**config.mk**
```make
export PLATFORM = sky130hd
export DESIGN_NAME = instr_sequencer
export DESIGN_NICKNAME = d
export VERILOG_FILES = /design/src/rtl/mcs4_pkg.sv /design/src/rtl/phase_counter.sv /design/src/rtl/instr_sequencer.sv
export SDC_FILE = /design/constraint.sdc
export NUM_CORES = 1
export LEC_CHECK = 0
export CAP_MARGIN = 20
export CELL_PAD_IN_SITES_DETAIL_PLACEMENT = 0
export CELL_PAD_IN_SITES_GLOBAL_PLACEMENT = 1
export CORE_ASPECT_RATIO = 1.1
export CORE_MARGIN = 3
export CORE_UTILIZATION = 33
export DETAILED_ROUTE_END_ITERATION = 8
export GPL_ROUTABILITY_DRIVEN = 0
export PLACE_DENSITY = 0.89
export SYNTH_ARGS = -nofsm -noshare
export SYNTH_HDL_FRONTEND = slang
export SYNTH_SLANG_ARGS = --single-unit
```
**constraint.sdc**
```tcl
create_clock -name sysclk -period 3.1 [get_ports sysclk]
set_input_delay 0.465 -clock sysclk [delete_from_list [all_inputs] [get_ports sysclk]]
set_output_delay 0.465 -clock sysclk [all_outputs]
set_load 0.005 [all_outputs]
```
**src/rtl/mcs4_pkg.sv**
```systemverilog
// Shared encodings for the MCS-4 style instruction sequencer: machine phases,
// sequencer states, first-word opcode values and the optional halt code.
package mcs4_pkg;

  typedef enum logic [2:0] {
    PH_A1 = 3'd0,
    PH_A2 = 3'd1,
    PH_A3 = 3'd2,
    PH_M1 = 3'd3,
    PH_M2 = 3'd4,
    PH_X1 = 3'd5,
    PH_X2 = 3'd6,
    PH_X3 = 3'd7
  } phase_e;

  typedef enum logic [1:0] {
    S_SC   = 2'd0,
    S_DC   = 2'd1,
    S_HALT = 2'd2
  } state_e;

  localparam logic [3:0] OPR_JCN     = 4'h1;
  localparam logic [3:0] OPR_FIM_SRC = 4'h2;
  localparam logic [3:0] OPR_FIN_JIN = 4'h3;
  localparam logic [3:0] OPR_JUN     = 4'h4;
  localparam logic [3:0] OPR_JMS     = 4'h5;
  localparam logic [3:0] OPR_INC     = 4'h6;
  localparam logic [3:0] OPR_ISZ     = 4'h7;
  localparam logic [3:0] OPR_ADD     = 4'h8;
  localparam logic [3:0] OPR_SUB     = 4'h9;
  localparam logic [3:0] OPR_LD      = 4'hA;
  localparam logic [3:0] OPR_XCH     = 4'hB;
  localparam logic [3:0] OPR_BBL     = 4'hC;
  localparam logic [3:0] OPR_LDM     = 4'hD;
  localparam logic [3:0] OPR_IO      = 4'hE;
  localparam logic [3:0] OPR_OPE     = 4'hF;

  localparam logic [3:0] HLT_OPR = 4'h0;
  localparam logic [3:0] HLT_OPA = 4'h1;

  // FIM and FIN carry a second word only when opa[0] is clear (SRC/JIN are single).
  function automatic logic is_double(input logic [3:0] opr, input logic [3:0] opa);
    case (opr)
      OPR_JCN, OPR_ISZ, OPR_JUN, OPR_JMS: return 1'b1;
      OPR_FIM_SRC, OPR_FIN_JIN:           return ~opa[0];
      default:                            return 1'b0;
    endcase
  endfunction

endpackage

```
**src/rtl/phase_counter.sv**
```systemverilog
// Eight-phase machine-cycle counter with sync_in realignment and a one-clock
// sync_err pulse whenever sync_in and the X3 boundary disagree.
module phase_counter
  import mcs4_pkg::*;
(
  input  logic       sysclk,
  input  logic       poc_n,
  input  logic       ph_en,
  input  logic       sync_in,
  output logic [2:0] phase,
  output logic       sync_err
);

  phase_e ph_q;

  always_ff @(posedge sysclk) begin
    if (!poc_n) begin
      ph_q     <= PH_A1;
      sync_err <= 1'b0;
    end else begin
      sync_err <= 1'b0;
      if (ph_en) begin
        // Error when sync arrives early or X3 passes without it.
        sync_err <= sync_in ^ (ph_q == PH_X3);
        ph_q     <= sync_in ? PH_A1 : phase_e'(ph_q + 3'd1);
      end
    end
  end

  assign phase = ph_q;

endmodule

```
**src/rtl/instr_sequencer.sv**
```systemverilog
// Instruction sequencer: latches opcode/operand and second-word immediate from the
// nibble bus, tracks single/double/halt cycles, and decodes branch and bus controls.
module instr_sequencer
  import mcs4_pkg::*;
#(
  parameter int COND_W = 3,
  parameter int EXT_EN = 0
) (
  input  logic              sysclk,
  input  logic              poc_n,
  input  logic              ph_en,
  input  logic              sync_in,
  input  logic [3:0]        data_in,
  output logic [3:0]        data_out,
  output logic              data_oe,
  input  logic [COND_W-1:0] cond,
  input  logic              add_0,
  input  logic              resume,
  output logic [2:0]        phase,
  output logic [3:0]        opr,
  output logic [3:0]        opa,
  output logic [7:0]        imm,
  output logic              sc,
  output logic              dc,
  output logic              cn_n,
  output logic              com_n,
  output logic              halted,
  output logic              sync_err
);

  state_e state, state_nx;
  logic   step_x3;
  logic   jcn_taken;
  logic   drive;

  phase_counter u_phase (
    .sysclk   (sysclk),
    .poc_n    (poc_n),
    .ph_en    (ph_en),
    .sync_in  (sync_in),
    .phase    (phase),
    .sync_err (sync_err)
  );

  assign step_x3   = ph_en && (phase == PH_X3);
  assign jcn_taken = (|(opa[COND_W-1:0] & cond)) ^ opa[3];

  always_ff @(posedge sysclk) begin
    if (!poc_n) state <= S_SC;
    else        state <= state_nx;
  end

  always_comb begin
    state_nx = state;
    if (step_x3) begin
      case (state)
        S_SC: begin
          if (is_double(opr, opa))
            state_nx = S_DC;
          else if ((EXT_EN != 0) && (opr == HLT_OPR) && (opa == HLT_OPA))
            state_nx = S_HALT;
        end
        S_DC:    state_nx = S_SC;
        S_HALT:  if (resume) state_nx = S_SC;
        default: state_nx = S_SC;
      endcase
    end
  end

  always_ff @(posedge sysclk) begin
    if (!poc_n) begin
      opr  <= 4'h0;
      opa  <= 4'h0;
      imm  <= 8'h00;
      cn_n <= 1'b1;
    end else if (ph_en) begin
      if (state == S_SC) begin
        if (phase == PH_M1) opr <= data_in;
        if (phase == PH_M2) opa <= data_in;
        if (phase == PH_X3) begin
          case (opr)
            OPR_JCN: cn_n <= ~jcn_taken;
            OPR_ISZ: cn_n <= add_0;
            default: cn_n <= 1'b1;
          endcase
        end
      end else if (state == S_DC) begin
        if (phase == PH_M1) imm[7:4] <= data_in;
        if (phase == PH_M2) imm[3:0] <= data_in;
      end
    end
  end

  assign sc     = (state == S_SC);
  assign dc     = ~sc;
  assign halted = (state == S_HALT);

  assign drive    = sc && (phase == PH_X2) &&
                    ((opr == OPR_LDM) || (opr == OPR_BBL) || (opr == OPR_JUN) || (opr == OPR_JMS));
  assign data_oe  = drive;
  assign data_out = drive ? opa : 4'h0;

  // A3 strobe is unconditional; the opcode-driven strobes are suppressed while halted.
  assign com_n = ~((phase == PH_A3) ||
                   (!halted && (((phase == PH_M2) && (opr == OPR_IO)) ||
                                ((phase == PH_X2) && (opr == OPR_FIM_SRC) && opa[0]))));

endmodule
```
==> reports/metrics.cfg, run 1 <==
[power_and_ir_drop]
power_frac_comb_pct=7.3
p_sw_uw=106
power.density_nw_per_um2=346
vdd_drop_max_uv=157
p_sw_share_pct=19.4
p_int_uw=438
p_seq_share_pct=52.5
p_leak_uw=0.000621
clock_power_share_pct=40.2

[setup_path]
cp.depth=6
crit_chain=inv_1, ha_1, nand2_1, nor4_4, and2_1, clkdlybuf4s50_1
cp_slowest_stage_delay_ps=500
critPathCaptureType=primary output
rr_endpoint=imm[6]
crit_arrival_ps=1990
critical_path.max_fanout=5
cpLargestDelayFamily=buffers and inverters
start_kind=flip-flop
cpMaxStageDelayCell=clkdlybuf4s50_1
r2r_cells=5
critPathCapture=data_out[0]
r2r_setup_slack_ps=1570
crit_buf_inv=2
critPathLaunch=u_phase.phase[0]
required_ps=2630
r2r-start=u_phase.phase[1]
crit_type=reg -> out

[sta]
finalSetupViolations=0
finalSetupTns_ps=0
hold_viol=0
drv_slew=0
finalCritPeriodShare_pct=79.1
period_needed_ps=2450
fin_skew_ps=2.74
timing.fmax_ghz=0.408
tightestPinTransition_ps=634
slew_headroom_pct=57.6
rsz0062_at_grt=false

[synthesis]
ys_types=34
yosysWarningCount=0
syn_inst=119
ys_ff_latch=22
avgSynthCellArea_sq_um=9.31
syn-cell-area_sq_um=1110
synth_seq_area_share_pct=39.8
synth_nets=137

[place]
dp_cells=187
dp_hpwl_um=2030
portBuffers=40

[global_routing]
overflow=0
grt_first_pass_wirelength_um=4180
antenna_found_initial=0
grt_max_degree=23
grt_usage_pct=13.5
first_global_vias=875

[clocking]
cts_tree=yes
cts_buffers=3
cts_setup_buffers=0
clk_pin_slew_worst_paths_ps=120
insertion_delay_ps=300
hold_buffers=0
htree_levels=1
clock_tree.buffer_depth=2
root_buffer=clkbuf_4
cts_resized=0
cts.sinks=22

[cells_and_area]
diodes=0
area_growth_pct=41.8
fin_cells=191
layout_commonest_cell=clkdlybuf4s50_1
layout_common_cells=clkdlybuf4s50_1, dfxtp_1, mux2i_1, nor2b_1, nand2_1
fill_cells=311
fin_nets=176
drive_gt1_share_pct=5.73
seqCellArea_sq_um=440
multi_input_area_sq_um=619

[drt]
vias=945
antenna_left=0
drt_wl_total_um=2600
drc_errors=0
drt_pre_antenna_iters=5
drtIter0Drc=25
wl_per_cell_um=13.6
via_per_inst=4.95

[min_path]
min_path_type=reg -> reg

[floorplanning]
fp.coreArea_sq_um=3130
ios=43
die_height_um=66.8
start_util_pct=35.4
row_count=21
die-width_um=61.2
dieArea_sq_um=4090

[outcome]
status=complete, no violations

[job]
cap_viol_max_count=0

[worst min path at each step]
| stage | end | slack, ps | start | cells past startpoint |
|---|---|---|---|---|
| after floorplan | opr[3] | 500 | opr[3] | 2 |
| after global routing | opr[3] | 560 | opr[3] | 2 |
| after detailed placement | imm[4] | 520 | imm[4] | 2 |
| after global placement | cn_n | 490 | cn_n | 2 |
| after CTS | imm[4] | 540 | imm[4] | 2 |
| final | cn_n | 540 | cn_n | 2 |
[layer usage]
metal  GRT usage [%]  wire length [um]  up-vias
met5               0                 0        -
met4            3.25                23        0
met3            2.52               104        2
met2            24.5              1350       21
met1            15.8              1120      442
li1                -                 -      480
[synthesized netlist by cell type]
cell type | n | area (sq um)
a21boi_1 | 5 | 37.5
o21ai_0 | 1 | 5.00
and3_1 | 1 | 6.26
xor2_1 | 2 | 17.5
nand2_1 | 12 | 45.0
inv_2 | 1 | 3.75
inv_1 | 3 | 11.3
buf_2 | 2 | 10.0
o211ai_2 | 1 | 12.5
nor4_4 | 1 | 21.3
clkbuf_1 | 2 | 7.51
o22ai_1 | 1 | 6.26
nor2_1 | 5 | 18.8
o211ai_1 | 1 | 7.51
dfxtp_1 | 22 | 440
and2_1 | 5 | 31.3
nand3_2 | 1 | 10.0
a211oi_1 | 1 | 7.51
ha_1 | 5 | 62.6
o31ai_1 | 1 | 7.51
nor3_1 | 1 | 5.00
mux2i_1 | 13 | 130
nor4_1 | 1 | 6.26
buf_4 | 2 | 15.0
nor2b_4 | 1 | 13.8
nor2b_1 | 13 | 81.3
nand2b_1 | 1 | 6.26
conb_1 | 1 | 3.75
nor3b_1 | 1 | 7.51
nand3_1 | 8 | 40.0
a21oi_1 | 1 | 5.00
o21a_1 | 1 | 7.51
nand4_1 | 1 | 6.26
a222oi_1 | 1 | 10.0
[kinds of logic (layout without fill, tap and decap cells)]
family	Yosys count	in the layout	share of synthesized area (%)
AOI/OAI and AO/OA	14	14	9.61
xor gates and xnor gates	2	2	1.58
adders and majority gates	5	5	5.65
buffers and inverters	10	48	4.29
DFF	22	22	39.8
muxes	13	13	11.8
other	1	1	0.339
and+or+nand+nor	52	52	27.0
[per-stage QoR]
stage               setup WS [ps]  power (uW)  hold slack (ps)  util, %  instance area, sq um
finish                        648         544              536     50.2                  1570
global route                  518         565              563     50.2                  1570
CTS                           621         550              543     50.2                  1570
detailed placement            967         332              516     48.5                  1520
global placement              977         332              491     48.5                  1520
floorplan                    1580         309              496        -                  1110
[worst reg2reg max path: stages (launching register included)]
cell and delay, ps:
dfxtp_1 410, ha_1 200, ha_1 270, nand3_1 270
mux2i_1 240, nor2b_1 60
[power by group through the flow]
stage	clock network, uW	logic (uW)	registers, uW
6_report	219	39.8	286
5_1_grt	235	43.4	286
4_1_cts	224	40.2	286
3_3_place_gp	0	39.9	292
3_5_place_dp	0	40.1	292
2_1_floorplan	0	17.5	292
[flip-flops by register name (all words and copies together) (netlist names)]
name              flops
state                 1
cn_n                  1
u_phase.phase         3
imm                   8
opa                   4
u_phase.sync_err      1
opr                   4
[area by class of cell]
| class | instances | area share [%] |
|---|---|---|
| clock buffers | 3 | 1.43 |
| well taps | 34 | 2.71 |
| multi-input cells | 87 | 39.4 |
| clock inverters | 1 | 1.91 |
| inverters | 4 | 0.956 |
| repair buffers | 40 | 25.5 |
| flip-flops and latches | 22 | 28.0 |
(Power assumes the default switching activity.)
==> run 2: changes to the inputs <==
--- a/config.mk
+++ b/config.mk
@@ -10,10 +10,10 @@
 export CELL_PAD_IN_SITES_GLOBAL_PLACEMENT = 1
 export CORE_ASPECT_RATIO = 1.1
 export CORE_MARGIN = 3
-export CORE_UTILIZATION = 33
+export CORE_UTILIZATION = 28
 export DETAILED_ROUTE_END_ITERATION = 8
 export GPL_ROUTABILITY_DRIVEN = 0
-export PLACE_DENSITY = 0.89
+export PLACE_DENSITY = 0.81
 export SYNTH_ARGS = -nofsm -noshare
 export SYNTH_HDL_FRONTEND = slang
 export SYNTH_SLANG_ARGS = --single-unit
==> constraint.sdc (replaced) <==
create_clock -name sysclk -period 2.1 [get_ports sysclk]
set_input_delay 0.315 -clock sysclk [delete_from_list [all_inputs] [get_ports sysclk]]
set_output_delay 0.315 -clock sysclk [all_outputs]
set_load 0.005 [all_outputs]
==> reports/metrics.cfg, run 2 (synthesized netlist as in run 1, its figures left out) <==
[clocking]
clock_tree.buffer_depth=2
insertion_delay_ps=260
htree_levels=1
hold_buffers=0
cts.sinks=22
clk_pin_slew_worst_paths_ps=80
root_buffer=clkbuf_8
cts_buffers=3
cts_tree=yes

[cells_and_area]
area_growth_pct=52.2
largest_register_ffs=8
top_register=imm
layout_commonest_cell=clkdlybuf4s50_1
fill_cells=349
reg.largest.list=imm (8), opa (4), opr (4)
diodes=0
fin_nets=183
postLayoutCellArea_sq_um=1690
drive_gt1_share_pct=14.0
layout_common_cells=clkdlybuf4s50_1, dfxtp_1, mux2i_1, nor2b_1, nand2_1

[setup_path]
critPathCaptureType=primary output
start_kind=flip-flop
required_ps=1780
rr_endpoint=imm[7]
cp_slowest_stage_delay_ps=450
crit_chain=inv_1, ha_2, nand3_1, a211oi_2, a21oi_1, clkdlybuf4s50_1
r2r_setup_slack_ps=490
crit_type=reg -> out
critical_path.max_fanout=4
r2r-start=u_phase.phase[0]
critPathLaunch=u_phase.phase[1]
cpLargestDelayFamily=buffers and inverters
crit_arrival_ps=1700
crit_buf_inv=2
r2r_cells=6
cpMaxStageDelayCell=clkdlybuf4s50_1

[min_path]
min_from=cn_n
min_to=cn_n
min_path_type=reg -> reg
min_path_cells=2

[global_routing]
overflow=0
first_global_vias=958
antenna_found_initial=0
grt_usage_pct=12.1
grt_first_pass_wirelength_um=4510
grt_max_degree=23

[drt]
antenna_left=0
drc_errors=0
vias=964
drtIter0Drc=48
via_per_inst=4.50
drt_wl_total_um=2690
wl_per_cell_um=12.6
drt_pre_antenna_iters=4

[place]
portBuffers=40
dp_hpwl_um=2050
postPlaceCellArea_sq_um=1560

[power_and_ir_drop]
p_leak_uw=0.000703
vdd_drop_max_uv=208
power.density_nw_per_um2=521
finalPower_uw=879

[outcome]
status=complete, no violations

[sta]
slew_headroom_pct=58.9
timing.fmax_ghz=0.497
period_needed_ps=2010
rsz0062_at_grt=true
finalSetupViolations=0
hold_viol=0
fin_skew_ps=2.00
drv_slew=0
finalCritPeriodShare_pct=95.8
tightestPinTransition_ps=615

[floorplanning]
ios=43
die_height_um=72.0
row_count=23
fp.coreArea_sq_um=3710
dieArea_sq_um=4750
die-width_um=66.0
start_util_pct=29.8

[job]
cap_viol_max_count=0

## run 2: cell types whose count changed in the layout (fill, tap and decap cells not counted), moves of 2 or more
cell / before / now
buf_4: 0 / 8
clkdlybuf4s50_1: 40 / 35
clkbuf_4: 3 / 0
clkbuf_8: 0 / 3
dlygate4sd2_1: 0 / 3
dfxtp_1: 22 / 20
ha_1: 5 / 3
## run 2: final cells by class
cell class                 instances  area [sq um]  area share (%)
multi-input combinational         87           639            37.9
timing repair buffer              47           449            26.7
sequential                        22           445            26.4
tap                               50          62.6            3.71
clock buffer                       3          41.3            2.45
clock inverter                     1          30.0            1.78
inverter                           4          17.5            1.04
## run 2: worst max-delay path by stage
stage | to | cells past startpoint
2_1_floorplan | data_out[0] | 5
3_3_place_gp | data_out[2] | 6
3_5_place_dp | data_out[1] | 6
4_1_cts | data_out[0] | 6
5_1_grt | com_n | 6
6_report | com_n | 6
## run 2: metal layers
metal	vias to the layer above	GRT usage [%]	wire length, um
li1	498	-	-
met1	433	14.3	1130
met2	28	20.9	1320
met3	5	2.94	181
met4	0	4.74	51
met5	-	0	0
## run 2: through the flow
stage / cells / TNS, ps / utilization, % / hold slack, ps / setup WS, ps
after floorplan: 119 / 0 / - / 461 / 733
after global placement: 206 / 0 / 42.0 / 492 / 192
after detailed placement: 206 / 0 / 42.0 / 502 / 144
after CTS: 212 / 0 / 44.7 / 522 / 0.661
after global routing: 214 / -30.6 / 45.4 / 533 / -30.6
final: 214 / 0 / 45.4 / 518 / 88.0
## run 2: worst min-delay path, stage by stage, from the launching register on
cell and delay [ps]:
dfxtp_1 330, o21ai_0 100, o211ai_2 60
## run 2: repair_timing
| item | 4_1_cts | 5_1_grt |
|---|---|---|
| setup buffers | 2 | 2 |
| setup endpoints to repair | 6 | 3 |
| pin swaps | 2 | 0 |
| gates resized for setup | 8 | 6 |
## run 2: power breakdown
group / total [uW] / leakage [uW] / internal (uW) / switching, uW
Clock: 395 / 0.0000357 / 255 / 141
Sequential: 421 / 0.000179 / 418 / 2.25
Combinational: 62.8 / 0.000489 / 37.1 / 25.7
Total: 879 / 0.000703 / 710 / 169
